==> config.mk <==
export PLATFORM = sky130hd
export DESIGN_NAME = text_console_writer
export DESIGN_NICKNAME = d
export VERILOG_FILES = /design/src/rtl/text_console_pkg.sv /design/src/rtl/text_cursor_ctr.sv /design/src/rtl/text_console_writer.sv
export SDC_FILE = /design/constraint.sdc
export NUM_CORES = 1
export LEC_CHECK = 0
export ABC_CLOCK_PERIOD_IN_PS = 4100
export CORE_MARGIN = 1
export CORE_UTILIZATION = 55
export DETAILED_ROUTE_END_ITERATION = 12
export PLACE_DENSITY = 0.8
export SETUP_SLACK_MARGIN = 0.4
export SLEW_MARGIN = 25
export SYNTH_ARGS = -nofsm -noshare
export SYNTH_HDL_FRONTEND = slang
export SYNTH_SLANG_ARGS = --single-unit
==> constraint.sdc <==
create_clock -name clk -period 4.1 [get_ports clk]
set_input_delay 1.23 -clock clk [delete_from_list [all_inputs] [get_ports clk]]
set_output_delay 1.23 -clock clk [all_outputs]
set_load 0.05 [all_outputs]
==> src/rtl/text_console_pkg.sv <==
// Shared constants for the text console: default screen geometry (also used by
// the pixel generator), control-code byte values and the writer FSM states.
package text_console_pkg;

  localparam int TEXT_WIDTH  = 60;
  localparam int TEXT_HEIGHT = 20;

  localparam logic [7:0] CC_BS = 8'h08;
  localparam logic [7:0] CC_LF = 8'h0A;
  localparam logic [7:0] CC_FF = 8'h0C;
  localparam logic [7:0] CC_CR = 8'h0D;

  typedef enum logic [1:0] {
    S_IDLE     = 2'd0,
    S_CLR_LINE = 2'd1,
    S_CLR_ALL  = 2'd2
  } console_state_t;

endpackage

==> src/rtl/text_cursor_ctr.sv <==
// Cursor counter for the text console. Tracks column, row and the linear base
// address of the current row (stepped by TEXT_WIDTH, so no multiplier), and
// presents the linear RAM address of the cursor cell.
// Operation priority: home > line advance (explicit or column wrap) > inc >
// dec > cr.
module text_cursor_ctr #(
  parameter int TEXT_WIDTH  = text_console_pkg::TEXT_WIDTH,
  parameter int TEXT_HEIGHT = text_console_pkg::TEXT_HEIGHT,
  parameter int ADDR_W      = 13
) (
  input  logic                           clk,
  input  logic                           reset_n,
  input  logic                           op_inc,
  input  logic                           op_dec,
  input  logic                           op_cr,
  input  logic                           op_adv,
  input  logic                           op_home,
  output logic [$clog2(TEXT_WIDTH)-1:0]  col,
  output logic [$clog2(TEXT_HEIGHT)-1:0] row,
  output logic [ADDR_W-1:0]              row_base,
  output logic [ADDR_W-1:0]              addr,
  output logic                           at_eol
);

  localparam int COL_W = $clog2(TEXT_WIDTH);
  localparam int ROW_W = $clog2(TEXT_HEIGHT);

  logic [COL_W-1:0]  col_q, col_d;
  logic [ROW_W-1:0]  row_q, row_d;
  logic [ADDR_W-1:0] base_q, base_d;

  assign at_eol   = (col_q == COL_W'(TEXT_WIDTH - 1));
  assign col      = col_q;
  assign row      = row_q;
  assign row_base = base_q;
  assign addr     = base_q + ADDR_W'(col_q);

  // Next cursor position from the requested operation.
  always_comb begin
    col_d  = col_q;
    row_d  = row_q;
    base_d = base_q;
    if (op_home) begin
      col_d  = '0;
      row_d  = '0;
      base_d = '0;
    end else if (op_adv || (op_inc && at_eol)) begin
      col_d = '0;
      if (row_q == ROW_W'(TEXT_HEIGHT - 1)) begin
        row_d  = '0;
        base_d = '0;
      end else begin
        row_d  = row_q + 1'b1;
        base_d = base_q + ADDR_W'(TEXT_WIDTH);
      end
    end else if (op_inc) begin
      col_d = col_q + 1'b1;
    end else if (op_dec) begin
      if (col_q != '0) col_d = col_q - 1'b1;
    end else if (op_cr) begin
      col_d = '0;
    end
  end

  // Cursor state registers.
  always_ff @(posedge clk or negedge reset_n) begin
    if (!reset_n) begin
      col_q  <= '0;
      row_q  <= '0;
      base_q <= '0;
    end else begin
      col_q  <= col_d;
      row_q  <= row_d;
      base_q <= base_d;
    end
  end

endmodule

==> src/rtl/text_console_writer.sv <==
// Text console writer: turns a valid/ready byte stream into writes on the text
// RAM write port. Glyphs are written at the cursor; a line advance clears the
// new row; form feed clears the whole screen. While a clear runs the input is
// stalled (in_ready low).
// Optional feature macro: TEXT_CTRL_CODES_EN enables CR/LF/BS/FF handling;
// without it every byte is a glyph and only column wrap advances the line.
module text_console_writer #(
  parameter int         TEXT_WIDTH  = text_console_pkg::TEXT_WIDTH,
  parameter int         TEXT_HEIGHT = text_console_pkg::TEXT_HEIGHT,
  parameter int         TEXT_LEN    = TEXT_WIDTH * TEXT_HEIGHT,
  parameter int         ADDR_W      = 13,
  parameter logic [7:0] FILL_CHAR   = 8'h20
) (
  input  logic                           clk,
  input  logic                           reset_n,
  input  logic                           in_valid,
  output logic                           in_ready,
  input  logic [7:0]                     in_data,
  output logic                           text_wr_ena,
  output logic [7:0]                     text_wr_data,
  output logic [ADDR_W-1:0]              text_wr_addr,
  output logic [$clog2(TEXT_WIDTH)-1:0]  cursor_col,
  output logic [$clog2(TEXT_HEIGHT)-1:0] cursor_row,
  output logic                           busy
);

  import text_console_pkg::*;

  // One extra bit so the clear counter can reach TEXT_LEN even when it fills
  // the whole address space.
  localparam int CNT_W = ADDR_W + 1;

  console_state_t    state_q, state_d;
  logic [CNT_W-1:0]  cnt_q, cnt_d;
  logic              wr_ena_q, wr_ena_d;
  logic [7:0]        wr_data_q, wr_data_d;
  logic [ADDR_W-1:0] wr_addr_q, wr_addr_d;

  logic              accept, do_glyph;
  logic              op_inc, op_dec, op_cr, op_adv, op_home;
  logic [ADDR_W-1:0] cur_addr, row_base;
  logic              at_eol;

  assign in_ready     = (state_q == S_IDLE);
  assign busy         = (state_q != S_IDLE);
  assign accept       = in_valid && in_ready;
  assign text_wr_ena  = wr_ena_q;
  assign text_wr_data = wr_data_q;
  assign text_wr_addr = wr_addr_q;

  text_cursor_ctr #(
    .TEXT_WIDTH (TEXT_WIDTH),
    .TEXT_HEIGHT(TEXT_HEIGHT),
    .ADDR_W     (ADDR_W)
  ) u_cursor (
    .clk     (clk),
    .reset_n (reset_n),
    .op_inc  (op_inc),
    .op_dec  (op_dec),
    .op_cr   (op_cr),
    .op_adv  (op_adv),
    .op_home (op_home),
    .col     (cursor_col),
    .row     (cursor_row),
    .row_base(row_base),
    .addr    (cur_addr),
    .at_eol  (at_eol)
  );

  // Byte decode, clear sequencing and next write-port values.
  always_comb begin
    state_d   = state_q;
    cnt_d     = cnt_q;
    wr_ena_d  = 1'b0;
    wr_data_d = wr_data_q;
    wr_addr_d = wr_addr_q;
    op_inc    = 1'b0;
    op_dec    = 1'b0;
    op_cr     = 1'b0;
    op_adv    = 1'b0;
    op_home   = 1'b0;
    do_glyph  = 1'b0;
    case (state_q)
      S_IDLE: begin
        if (accept) begin
          do_glyph = 1'b1;
`ifdef TEXT_CTRL_CODES_EN
          case (in_data)
            CC_CR: begin
              do_glyph = 1'b0;
              op_cr    = 1'b1;
            end
            CC_BS: begin
              do_glyph = 1'b0;
              op_dec   = 1'b1;
            end
            CC_LF: begin
              do_glyph = 1'b0;
              op_adv   = 1'b1;
              state_d  = S_CLR_LINE;
              cnt_d    = '0;
            end
            CC_FF: begin
              do_glyph = 1'b0;
              op_home  = 1'b1;
              state_d  = S_CLR_ALL;
              cnt_d    = '0;
            end
            default: ;
          endcase
`endif
          if (do_glyph) begin
            wr_ena_d  = 1'b1;
            wr_data_d = in_data;
            wr_addr_d = cur_addr;
            op_inc    = 1'b1;
            // Writing the last column wraps; the new row gets cleared.
            if (at_eol) begin
              state_d = S_CLR_LINE;
              cnt_d   = '0;
            end
          end
        end
      end
      // row_base already points at the new row when this state is entered.
      S_CLR_LINE: begin
        if (cnt_q == CNT_W'(TEXT_WIDTH)) begin
          state_d = S_IDLE;
        end else begin
          wr_ena_d  = 1'b1;
          wr_data_d = FILL_CHAR;
          wr_addr_d = row_base + ADDR_W'(cnt_q);
          cnt_d     = cnt_q + 1'b1;
        end
      end
`ifdef TEXT_CTRL_CODES_EN
      S_CLR_ALL: begin
        if (cnt_q == CNT_W'(TEXT_LEN)) begin
          state_d = S_IDLE;
        end else begin
          wr_ena_d  = 1'b1;
          wr_data_d = FILL_CHAR;
          wr_addr_d = ADDR_W'(cnt_q);
          cnt_d     = cnt_q + 1'b1;
        end
      end
`endif
      default: state_d = S_IDLE;
    endcase
  end

  // FSM state, clear counter and registered write port.
  always_ff @(posedge clk or negedge reset_n) begin
    if (!reset_n) begin
      state_q   <= S_IDLE;
      cnt_q     <= '0;
      wr_ena_q  <= 1'b0;
      wr_data_q <= '0;
      wr_addr_q <= '0;
    end else begin
      state_q   <= state_d;
      cnt_q     <= cnt_d;
      wr_ena_q  <= wr_ena_d;
      wr_data_q <= wr_data_d;
      wr_addr_q <= wr_addr_d;
    end
  end

endmodule

==> flow_summary.ini <==
[run_status]
status = complete, no violations

[yosys]
netlist_top_cells_area = dfrtp_1 44%, nand2_1 7.8%, ha_1 6.0%
synthesis.area_sq_um = 3354
yosysSeqAreaShare_pct = 44.01
syn_area_per_cell_sq_um = 9.557
synthArstFlopShare_pct = 100.0
yosysWarnings = 0
syn-num-nets = 378
yosys_register_bits = 59
synth_edf_count = 0
synth_top_area_share_pct = 44.01
yosys_most_used_dff = dfrtp_1
synth.distinct_cells = 60
synth_cells = 351
synth_largest_area_cell = dfrtp_1

[layout]
final_area_sq_um = 4098
fin_cells = 482
drive_above_1_share_pct = 10.57
final_common_cell = nand2_1
fin_nets = 429
diodes = 0
most-common-layout-cells = 70 x nand2_1, 59 x dfrtp_1, 44 x clkdlybuf4s50_1
area_growth_pct = 22.16

[worst_setup_path]
end_kind = output port
cp-start-kind = register
r2r-start = state_q[0]
crit_type = register to output port
rr_worst_depth = 8
cpPeakStageDelay_ns = 0.80
required_ns = 2.87
arrival_ns = 1.78
slowest_stage = clkdlybuf4s50_1
crit_family = buffers and inverters
worstPathCellList = inv_1 > clkdlybuf4s50_1
startpoint = state_q[0]
cp_num_cells = 2
crit_buf_inv = 2
critPathMaxFanout = 10

[cts]
cts_tree = done
clk_latency_ns = 0.33
clk_path_buf_depth = 2
cts-root-buf = clkbuf_8
cts.reportedPaths.clkPinSlew_ns = 0.06
htreeDepth = 3
postCtsSetupBuffers = 0
cts-hold-fix-buffers = 0
numCtsBuffers = 9
cts_resized = 0
cts.sinks = 59

[timing]
finalClockSkew_ns = 0.008118
report.final.slew_viol_count = 0
worstMarginPinSlew_ns = 0.6257
period_share_pct = 73.41
period_needed_ns = 3.010
rsz0062_at_grt = false
tns_ns = 0
report.final.setup_viol = 0
fmax_ghz = 0.3322
finalHoldViolCount = 0
slew_headroom_pct = 58.29

[grt]
grt_pass1_vias = 2549
grt_use_total_pct = 24.68
grt.met2_usage_pct = 37.78
busiest_layer = met2
globalRouteMet3Util_pct = 6.364
grtUsageMet1_pct = 34.78
grt_pass1_wl_um = 12060
grt_max_degree = 50
grt_antenna_before_repair = 0
grt.overflow.total = 0

[detailed_routing]
drt_iter0_drc = 160
detail-route-antenna-nets = 0
wirelength_um = 6998
drt-vias-per-instance = 5.587
wire_per_inst_um = 14.52
vias = 2693
drt_pass1_iterations = 5
drc_errors = 0

[power]
power_per_cell_area_nw_per_um2 = 490.9
p_leak_nw = 1.757
peakVddDrop_v = 0.0005021

[placed_design]
dp.cells = 466
port-buffer-count = 45
gp_congestion = 0.8489
place_area_sq_um = 3870
dp_hpwl_um = 4915

[floorplanning]
fp.dieW_um = 80.10
rows = 28
fp.coreArea_sq_um = 5886
fp.dieH_um = 80.10
start_util_pct = 56.99
die_area_sq_um = 6415
pin_count = 46

[run]
cap_violations = 0

[hold_path]
hold_class = register to register
min_from = text_wr_addr[0]
holdPathStages = 2
==> state kept, by name, indices dropped and copies added (netlist names) <==
name / count
u_cursor.col: 6
state_q: 1
text_wr_addr: 13
text_wr_ena: 1
u_cursor.row_base: 11
text_wr_data: 8
u_cursor.row: 5
cnt_q: 14
==> metrics by stage <==
step	util [%]	worst slack [ns]	hold WS, ns	total power, mW
2_1_floorplan	-	1.151	0.4703	1.209
3_3_place_gp	65.71	1.087	0.4593	1.403
3_5_place_dp	65.75	1.027	0.4693	1.414
4_1_cts	69.62	1.081	0.4841	2.025
5_1_grt	69.62	1.010	0.5205	2.122
6_report	69.62	1.090	0.4765	2.012
==> area by class of cell <==
type | count | area (sq um)
clock buffers | 12 | 155.1
clock inverters | 4 | 72.57
fillers | 472 | 1788
inverters | 9 | 33.78
multi-input cells | 274 | 1788
flip-flops and latches | 59 | 1476
well taps | 75 | 93.84
repair buffers | 49 | 478.0
==> kinds of logic (layout without fill, tap and decap cells) <==
| family | after synthesis | count (layout) | share of synthesized area, % |
|---|---|---|---|
| AOI/OAI and AO/OA | 78 | 78 | 15.59 |
| xor gates and xnor gates | 24 | 24 | 6.266 |
| adders and majority gates | 16 | 16 | 5.968 |
| buffers and inverters | 18 | 74 | 2.685 |
| DFF | 59 | 59 | 44.01 |
| muxes | 11 | 11 | 3.469 |
| other | 1 | 1 | 0.1118 |
| and+or+nand+nor | 144 | 144 | 21.89 |
==> cells in the mapped netlist, types with 4 or more instances <==
cell and n:
nor2_1 21, xnor2_1 6, a21oi_1 6, dfrtp_1 59
mux2_2 5, inv_1 9, ha_1 16, and2_1 5
o211ai_1 5, nand3_1 12, mux2i_1 6, o21ai_0 37
nand4_1 4, xor2_1 18, nor3_1 5, nand2_1 70
==> tightest hold or removal path: stages (launching register included) <==
cell and delay, ns:
dfrtp_1 0.34, nand2_1 0.04, o21ai_0 0.06
==> worst paths after layout <==
path / slack (ns) / end
worst max register to register: 1.25 / text_wr_addr[11]
min in group asynchronous: 0.90 / text_wr_addr[11]
worst min-delay path: 0.48 / text_wr_addr[0]
max in group asynchronous: 2.57 / text_wr_data[0]
worst max-delay path: 1.09 / in_ready
worst min register to register: 0.48 / text_wr_addr[0]
==> report_power, final <==
group | internal (mW) | leakage (nW) | switching (mW)
registers | 0.663 | 0.717 | 0.103
logic | 0.242 | 0.927 | 0.403
clock network | 0.375 | 0.113 | 0.226
total | 1.28 | 1.76 | 0.732
==> per-layer routing <==
layer	wire length (um)	share of wire, %
met3	354	5.1
met1	3360	48
met4	57	0.81
met5	0	0
met2	3226	46
(Power assumes the default switching activity.)
